### src/rtl/incdec_pkg.sv
// Shared definitions for the arbitrated up/down counter: opcodes, FSM states
// and a constant-evaluable clog2 helper.
package incdec_pkg;

   localparam logic [1:0] OP_NOP  = 2'b00;
   localparam logic [1:0] OP_INC  = 2'b01;
   localparam logic [1:0] OP_DEC  = 2'b10;
   localparam logic [1:0] OP_LOAD = 2'b11;

   typedef enum logic {
      ST_ARB    = 1'b0,
      ST_LOCKED = 1'b1
   } state_e;

   function automatic int clog2(input int n);
      int r;
      r = 0;
      while ((1 << r) < n) r = r + 1;
      return r;
   endfunction

endpackage

### src/rtl/incdec_arbiter_rr.sv
// Combinational round-robin picker: first asserted req at or above ptr,
// wrapping modulo NREQ. Returns one-hot grant and its binary index.
module rr_arbiter
   import incdec_pkg::*;
#(
   parameter  int NREQ = 4,
   localparam int IW   = clog2(NREQ)
) (
   input  logic [NREQ-1:0] req,
   input  logic [IW-1:0]   ptr,
   output logic [NREQ-1:0] gnt,
   output logic [IW-1:0]   idx
);

   logic [IW-1:0]   cand [NREQ];
   logic [NREQ-1:0] rot_req;
   logic            found;

   // cand[gi] is the requester searched at priority position gi
   for (genvar gi = 0; gi < NREQ; gi++) begin : g_rot
      logic [IW:0] sum;
      assign sum         = {1'b0, ptr} + (IW+1)'(gi);
      assign cand[gi]    = (sum >= (IW+1)'(NREQ)) ? IW'(sum - (IW+1)'(NREQ)) : sum[IW-1:0];
      assign rot_req[gi] = req[cand[gi]];
   end

   always_comb begin
      gnt   = '0;
      idx   = '0;
      found = 1'b0;
      for (int k = 0; k < NREQ; k++) begin
         if (!found && rot_req[k]) begin
            found = 1'b1;
            idx   = cand[k];
         end
      end
      if (found) gnt[idx] = 1'b1;
   end

endmodule

### src/rtl/incdec_arbiter.sv
// Up/down counter shared by NREQ requesters through a round-robin arbiter with
// bounded lock bursts. Define INCDEC_ARB_SATURATE_EN for saturating arithmetic.
module incdec_arbiter
   import incdec_pkg::*;
#(
   parameter  int WIDTH     = 4,
   parameter  int NREQ      = 4,
   parameter  int LOCK_MAX  = 8,
   parameter  int RESET_VAL = 1 << (WIDTH-2),
   localparam int OW        = clog2(NREQ)
) (
   input  logic                  i_clk,
   input  logic                  i_nReset,
   input  logic [NREQ-1:0]       i_req,
   input  logic [2*NREQ-1:0]     i_op,
   input  logic [WIDTH*NREQ-1:0] i_data,
   input  logic [NREQ-1:0]       i_lock,
   output logic [NREQ-1:0]       o_gnt,
   output logic [WIDTH-1:0]      o_count,
   output logic [OW-1:0]         o_owner,
   output logic                  o_locked,
   output logic                  o_wrap
);

   localparam int                BW       = clog2(LOCK_MAX + 1);
   localparam logic [BW-1:0]     LOCK_LIM = BW'(LOCK_MAX);
   localparam logic [WIDTH-1:0]  CNT_MAX  = '1;

   state_e           state_reg, state_next;
   logic [WIDTH-1:0] count_reg, count_next;
   logic [OW-1:0]    owner_reg, owner_next;
   logic [OW-1:0]    ptr_reg, ptr_next;
   logic [BW-1:0]    burst_reg, burst_next;
   logic             wrap_reg, wrap_next;

   logic [1:0]       op_arr   [NREQ];
   logic [WIDTH-1:0] data_arr [NREQ];
   logic [NREQ-1:0]  arb_gnt, gnt;
   logic [OW-1:0]    arb_idx, gnt_idx;
   logic             gnt_any;
   logic [BW-1:0]    burst_after;

   for (genvar gi = 0; gi < NREQ; gi++) begin : g_unpack
      assign op_arr[gi]   = i_op[2*gi +: 2];
      assign data_arr[gi] = i_data[WIDTH*gi +: WIDTH];
   end

   function automatic logic [OW-1:0] ptr_inc(input logic [OW-1:0] i);
      return (i == OW'(NREQ-1)) ? '0 : i + 1'b1;
   endfunction

   rr_arbiter #(.NREQ(NREQ)) u_rr (
      .req (i_req),
      .ptr (ptr_reg),
      .gnt (arb_gnt),
      .idx (arb_idx)
   );

   // A locked owner is the only candidate; everyone else waits
   always_comb begin
      gnt     = '0;
      gnt_idx = arb_idx;
      if (state_reg == ST_ARB) begin
         gnt = arb_gnt;
      end else begin
         gnt_idx = owner_reg;
         if (i_req[owner_reg]) gnt[owner_reg] = 1'b1;
      end
      if (!i_nReset) gnt = '0;
   end

   assign gnt_any     = |gnt;
   assign burst_after = (state_reg == ST_ARB) ? BW'(1) : burst_reg + 1'b1;

   always_comb begin
      state_next = state_reg;
      count_next = count_reg;
      owner_next = owner_reg;
      ptr_next   = ptr_reg;
      burst_next = burst_reg;
      wrap_next  = 1'b0;
      if (gnt_any) begin
         owner_next = gnt_idx;
         ptr_next   = ptr_inc(gnt_idx);
         case (op_arr[gnt_idx])
            OP_INC: begin
`ifdef INCDEC_ARB_SATURATE_EN
               if (count_reg == CNT_MAX) wrap_next = 1'b1;
               else                      count_next = count_reg + 1'b1;
`else
               count_next = count_reg + 1'b1;
               wrap_next  = (count_reg == CNT_MAX);
`endif
            end
            OP_DEC: begin
`ifdef INCDEC_ARB_SATURATE_EN
               if (count_reg == '0) wrap_next = 1'b1;
               else                 count_next = count_reg - 1'b1;
`else
               count_next = count_reg - 1'b1;
               wrap_next  = (count_reg == '0);
`endif
            end
            OP_LOAD: count_next = data_arr[gnt_idx];
            default: ;
         endcase
         // The grant that brings the burst to LOCK_MAX always releases
         if (i_lock[gnt_idx] && (burst_after < LOCK_LIM)) begin
            state_next = ST_LOCKED;
            burst_next = burst_after;
         end else begin
            state_next = ST_ARB;
            burst_next = '0;
         end
      end else if ((state_reg == ST_LOCKED) && !i_req[owner_reg]) begin
         state_next = ST_ARB;
         burst_next = '0;
         ptr_next   = ptr_inc(owner_reg);
      end
   end

   always_ff @(posedge i_clk or negedge i_nReset) begin
      if (!i_nReset) begin
         state_reg <= ST_ARB;
         count_reg <= WIDTH'(RESET_VAL);
         owner_reg <= '0;
         ptr_reg   <= '0;
         burst_reg <= '0;
         wrap_reg  <= 1'b0;
      end else begin
         state_reg <= state_next;
         count_reg <= count_next;
         owner_reg <= owner_next;
         ptr_reg   <= ptr_next;
         burst_reg <= burst_next;
         wrap_reg  <= wrap_next;
      end
   end

   assign o_gnt    = gnt;
   assign o_count  = count_reg;
   assign o_owner  = owner_reg;
   assign o_locked = (state_reg == ST_LOCKED);
   assign o_wrap   = wrap_reg;

endmodule

### config.mk
export PLATFORM = sky130hd
export DESIGN_NAME = incdec_arbiter
export DESIGN_NICKNAME = d
export VERILOG_FILES = /design/src/rtl/incdec_pkg.sv /design/src/rtl/incdec_arbiter_rr.sv /design/src/rtl/incdec_arbiter.sv
export SDC_FILE = /design/constraint.sdc
export NUM_CORES = 1
export LEC_CHECK = 0
export CAP_MARGIN = 20
export CORE_MARGIN = 4
export CORE_UTILIZATION = 40
export DETAILED_ROUTE_END_ITERATION = 12
export GPL_ROUTABILITY_DRIVEN = 0
export GPL_TIMING_DRIVEN = 0
export PLACE_DENSITY = 0.71
export SYNTH_ARGS = -nofsm -noshare
export SYNTH_HDL_FRONTEND = slang
export SYNTH_SLANG_ARGS = --single-unit
### constraint.sdc
create_clock -name i_clk -period 4.1 [get_ports i_clk]
set_input_delay 1.025 -clock i_clk [delete_from_list [all_inputs] [get_ports i_clk]]
set_output_delay 1.025 -clock i_clk [all_outputs]
set_load 0.005 [all_outputs]
After elaboration in Yosys (flattened, before gate mapping). Cells that the tools add are included.

Register bits: 14. Logic and storage cells: 109. RAM bits: 0. Memories: 0. Input bits: 34. Latch bits: 0. ROM bits: 0.

Reduce and logical (&&, ||, !) cells: 16. Bitwise operators: 1. Multiplexer cells: 53. Order comparisons: 15. $add $sub $neg: 12. Equality and inequality tests: 6. Shift operators: 0. Divide/modulo/power cells: 0. Multiply operators: 0.

Operators by type and width (count): $mux W4 (10); $mux W2 (15); $lt A2 B3 Y1 const B (7); $mux W1 (16); $bmux W1 S2 (6); $ge A3 B3 Y1 const B (4); $pmux W4 S3 (1); $add A4 B1 Y4 const B (2); $bmux W4 S2 (1); $eq A2 B2 Y1 const B (4); $sub A2 B1 Y2 const B (4); $logic_and A1 B1 Y1 (7); $add A2 B2 Y3 const B (2); $add A2 B1 Y2 const B (2); $bmux W2 S2 (1); $demux W1 S2 (2); $eq A4 B4 Y1 const B (1); $ge A2 B1 Y1 const B (2); $logic_not A1 Y1 (4); $logic_not A4 Y1 (1); $lt A4 B4 Y1 const B (1); $reduce_or A4 Y1 (1); $sub A4 B1 Y4 const B (1); $add A2 B1 Y3 const B (1); 7 further kinds (7).

Logic depth before layout (Yosys ltp).
Depth after elaboration: 23. Mapped depth: 15. Mapped depth without buffers: 13.

Hierarchy. From an unflattened synthesis, not the netlist that was laid out.

Cells, all modules: 163. Area, all modules: 1571.5 sq um.

Modules (own cells, without submodules): incdec_arbiter (instances 1, area an instance 1373.8 sq um, cells an instance 132); rr_arbiter (instances 1, area an instance 197.7 sq um, cells an instance 31).

Least setup slack after synthesis. Ideal clock, no wire load.

Path kind: input to register. Start: input i_req[1]. End: register count_reg[2], in the netlist o_count[2]. Cell stages on the path: 13. Required time: 4012 ps. Slack: 647 ps. Arrival time: 3366 ps. Path buffers: 1. Cells stage by stage: a21boi_0 > a2bb2oi_1 > a22oi_2 > buf_6 > mux2i_1 > mux2_2 > ha_1 > xor2_1 > ha_1 > a21oi_1 > xor2_1 > nor3b_1 > a221oi_2.

Cells in the longest elaborated chain, start to end: 21. Elaborated cells on any way between the ends: 48. Those cells by class: 2 x order compare; 3 x eq/ne; 32 x mux; 1 x bitwise; 10 x reduce/logical.

RTL lines: start: declaration (line incdec_arbiter.sv:14) `input logic [NREQ-1:0] i_req,`; $bmux W1 S2 (line incdec_arbiter_rr.sv:24) `assign rot_req[gi] = req[cand[gi]];`; $mux W1 (implied by the code) (line incdec_arbiter_rr.sv:24); $mux W1 (line incdec_arbiter_rr.sv:32) `if (!found && rot_req[k]) begin`; $logic_not A1 Y1 (line incdec_arbiter_rr.sv:32); $logic_and A1 B1 Y1 (line incdec_arbiter_rr.sv:32); $mux W1 (line incdec_arbiter_rr.sv:32); $logic_not A1 Y1 (line incdec_arbiter_rr.sv:32); $logic_and A1 B1 Y1 (line incdec_arbiter_rr.sv:32); (+5 left out); $logic_and A1 B1 Y1 (implied by the code) (line incdec_arbiter_rr.sv:37) `if (found) gnt[idx] = 1'b1;`; $mux W1 (implied by the code) (line incdec_arbiter_rr.sv:37); $demux W1 S2; $mux W4 (line incdec_arbiter_rr.sv:37); $mux W4 (line incdec_arbiter.sv:63) `if (state_reg == ST_ARB) begin`; $mux W4 (line incdec_arbiter.sv:69) `if (!i_nReset) gnt = '0;`; $reduce_or A4 Y1 (line incdec_arbiter.sv:72) `assign gnt_any = |gnt;`; $reduce_and A2 Y1 (no source line); end signal: assignment (line incdec_arbiter.sv:125) `count_reg <= WIDTH'(RESET_VAL);`; end signal: assignment (line incdec_arbiter.sv:132) `count_reg <= count_next;`; end: declaration (line incdec_arbiter.sv:30) `logic [WIDTH-1:0] count_reg, count_next;`.

Several ways; a longest one is shown, not always the timed one. The select of a mux whose other input is x is not followed. A chain may end at the register's enable or synchronous reset.

Final worst setup path.
Start: input i_req[2]. End: output o_gnt[1].

Cells in the longest elaborated chain, start to end: 19. Elaborated cells on any way between the ends: 33. Those cells by class: 2 x order compare; 24 x mux; 7 x reduce/logical.

RTL lines: $bmux W1 S2 (line incdec_arbiter_rr.sv:24); $mux W1 (implied by the code) (line incdec_arbiter_rr.sv:24); $mux W1 (line incdec_arbiter_rr.sv:32); $logic_not A1 Y1 (line incdec_arbiter_rr.sv:32); $logic_and A1 B1 Y1 (line incdec_arbiter_rr.sv:32); $mux W1 (line incdec_arbiter_rr.sv:32); $logic_not A1 Y1 (line incdec_arbiter_rr.sv:32); $logic_and A1 B1 Y1 (line incdec_arbiter_rr.sv:32); (+3 left out); $mux W2 (line incdec_arbiter_rr.sv:32); $lt A2 B3 Y1 (implied by the code) or $ge A2 B1 Y1 (tied branches) (line incdec_arbiter_rr.sv:37); $logic_and A1 B1 Y1 (implied by the code) (line incdec_arbiter_rr.sv:37); $mux W1 (implied by the code) (line incdec_arbiter_rr.sv:37); $demux W1 S2; $mux W4 (line incdec_arbiter_rr.sv:37); $mux W4 (*) (line incdec_arbiter.sv:63); $mux W4 (*) (line incdec_arbiter.sv:69); end: declaration (line incdec_arbiter.sv:18) `output logic [NREQ-1:0] o_gnt,`.

Every way passes the cells marked *; elsewhere a longest branch is shown, timed or not. The select of a mux whose other input is x is not followed.

==> results.yml <==
status:
  status: "finished clean"
cts:
  htree_num_levels: 1
  cts_hold_buffers: 0
  cts_resized: 6
  cts_root_buf: "clkbuf_4"
  post-cts-setup-buffer-count: 0
  clock-sinks: 14
  cts_buffer_depth: 2
  clock_latency_ns: 0.28
  clk_pin_slew_ns: 0.09
  cts_tree: "built"
  cts_buffers: 3
cells_and_area:
  nets: 246
  ff_latch_area_um2: 352
  n_fill_cell: 334
  layout-drive-gt1-share_pct: 12.0
  multi_input_area_um2: 978
  final_cells: 246
  n_antenna_cell: 0
  area_growth_pct: 39.5
  design_area_um2: 1970
power_and_ir_drop:
  ir_worst_vdd_v: 0.000321
  leakage_nw: 0.922
  power.total_mw: 1.31
  p_per_area_nw_per_um2: 668
timing:
  worst_slew_pin_slew_ns: 0.735
  slew_headroom_pct: 50.9
  finalHoldViolations: 0
  post-route-period-util_pct: 96.5
  rsz0062_at_grt: "false"
  fmax_mhz: 253
  period_minus_slack_ns: 3.96
  tns_ns: 0
  timing.hold.ws_ns: 0.557
  finalSetupViolations: 0
  slew_violations: 0
  worst_clock_skew_ns: 0.00515
yosys:
  ys_seq_elements: 14
  syn_area_um2: 1410
  synth_top_area_share_pct: 23.0
  synth-edff-count: 0
  synth_cell_types: 49
  yosys_most_used_dff: "dfrtp_1"
  synthesis.nets: 196
  yosysMostFrequentCell: "mux2i_1"
  yosys-top-cells-count: "mux2i_1 (20), dfrtp_1 (13), ha_1 (11)"
  synth.avg_cell_area_um2: 9.35
  synth_area_leaders: "dfrtp_1 (23%), mux2i_1 (14%), ha_1 (9.8%), a21oi_1 (3.2%), buf_6 (3.2%)"
  synth-async-reset-ratio_pct: 100
  yosysWarnings: 0
  yosysSeqAreaShare_pct: 24.9
  syn_inst: 151
  netlist.top_cell.by_area: "dfrtp_1"
global_routing:
  grt_remaining_overflow: 0
  grt_max_degree: 18
  grt_pass1_wl_um: 5640
  grt_pass1_vias: 1308
  antenna_found_initial: 0
  gr-usage-all-layers_pct: 16.0
detailed_routing:
  route.detailed.drc: 0
  wl_per_cell_um: 13.5
  via_per_inst: 5.32
  via_count: 1309
  drtAntennaViolNets: 0
  drtPass1Iterations: 4
  routed_wl_um: 3320
  dr.first_iter.drc_count: 54
place:
  portBuffers: 45
  place_area_um2: 1920
  dp_cells: 242
  dp_hpwl_um: 2780
die:
  start_util_pct: 42.0
  core_area_um2: 3360
  fp.dieArea_um2: 4540
  die_height_um: 67.4
  io_pins: 46
  die_w_um: 67.4
  num_rows: 21
critical_path:
  path_cells: "dlygate4sd2_1 -> nor2b_1 -> a221o_1 -> o21a_1 -> or3_1 -> a21oi_1 -> clkdlybuf4s50_1"
  max_stage_delay_ns: 0.52
  critPathSlowestCell: "clkdlybuf4s50_1"
  worstSetupEndpointType: "output pin"
  worstPathMaxFanout: 5
  cp.arrival_ns: 2.93
  cp-start-kind: "input port"
  cp.required_ns: 3.07
  criticalPathCategory: "input port to output pin"
flow_run:
  maxCapViolCount: 0
hold_path:
  hold_path_class: "flip-flop to flip-flop"
==> power breakdown <==
part | switching, mW | leakage [nW] | internal (mW)
combinational | 0.456 | 0.725 | 0.495
sequential | 0.0695 | 0.175 | 0.194
clock | 0.0458 | 0.0210 | 0.0540
==> routing by layer <==
metal | vias up | share of wire (%) | global-route usage [%]
met1 | 621 | 39 | 17.8
met4 | 0 | 0.30 | 3.54
met5 | - | 0 | 0
met2 | 33 | 55 | 30.8
met3 | 2 | 5.2 | 3.16
li1 | 653 | - | -
==> final cells by class <==
class / instances / share of cell area [%]
buffer: 7 / 2.92
clock buffer: 4 / 1.84
inverter: 9 / 1.72
multi-input combinational: 121 / 49.7
sequential: 14 / 17.9
tap: 46 / 2.92
timing repair buffer: 45 / 23.0
==> cells in the final DEF, fill, tap and decap left out, types with 3 or more instances in the layout <==
cell             synthesis  routed
nand2b_1                 3       3
inv_1                    9       9
nor4_1                   3       3
ha_1                    11      11
buf_6                    4       4
clkbuf_4                 0       3
a21oi_1                  9       9
clkdlybuf4s50_1          0      40
xor2_1                   3       3
o21ai_0                  5       5
mux2i_1                 20      20
dfrtp_1                 13      13
mux2_2                   3       3
and3_1                   4       4
nor2_1                  10      10
nand2_1                  8       8
==> cells by family after synthesis <==
group,after synthesis,share of synthesized area (%)
and+or+nand+nor,44,17.2
AOI/OAI and AO/OA,35,18.3
muxes,26,20.3
buffers and inverters,16,6.47
DFF,14,24.9
adders and majority gates,11,9.75
xor gates and xnor gates,5,3.10
==> through the flow <==
stage	utilization, %	setup slack (ns)
finish	58.5	0.144
global route	58.5	0.0104
CTS	58.3	0.0386
detailed placement	57.1	-0.317
global placement	57.1	-0.179
floorplan	-	0.647
==> worst max-delay path: cells and delay by family <==
kind            cells  cell delay, ns
compound gates      3            0.62
buf+inv             2            0.80
simple gates        2            0.48
==> worst paths after layout <==
| check | from | endpoint | slack [ns] | depth (start not counted) |
|---|---|---|---|---|
| hold reg to reg | burst_reg[1] | burst_reg[1] | 0.56 | 1 |
| setup reg to reg | o_locked | o_count[2] | 0.84 | 13 |
| min in group asynchronous | i_nReset | burst_reg[2] | 0.78 | 1 |
| hold / removal | burst_reg[1] | burst_reg[1] | 0.56 | 1 |
| max in group asynchronous | i_nReset | o_owner[1] | 2.85 | 1 |
| setup / recovery | i_req[2] | o_gnt[1] | 0.14 | 7 |
(Power assumes the default switching activity.)
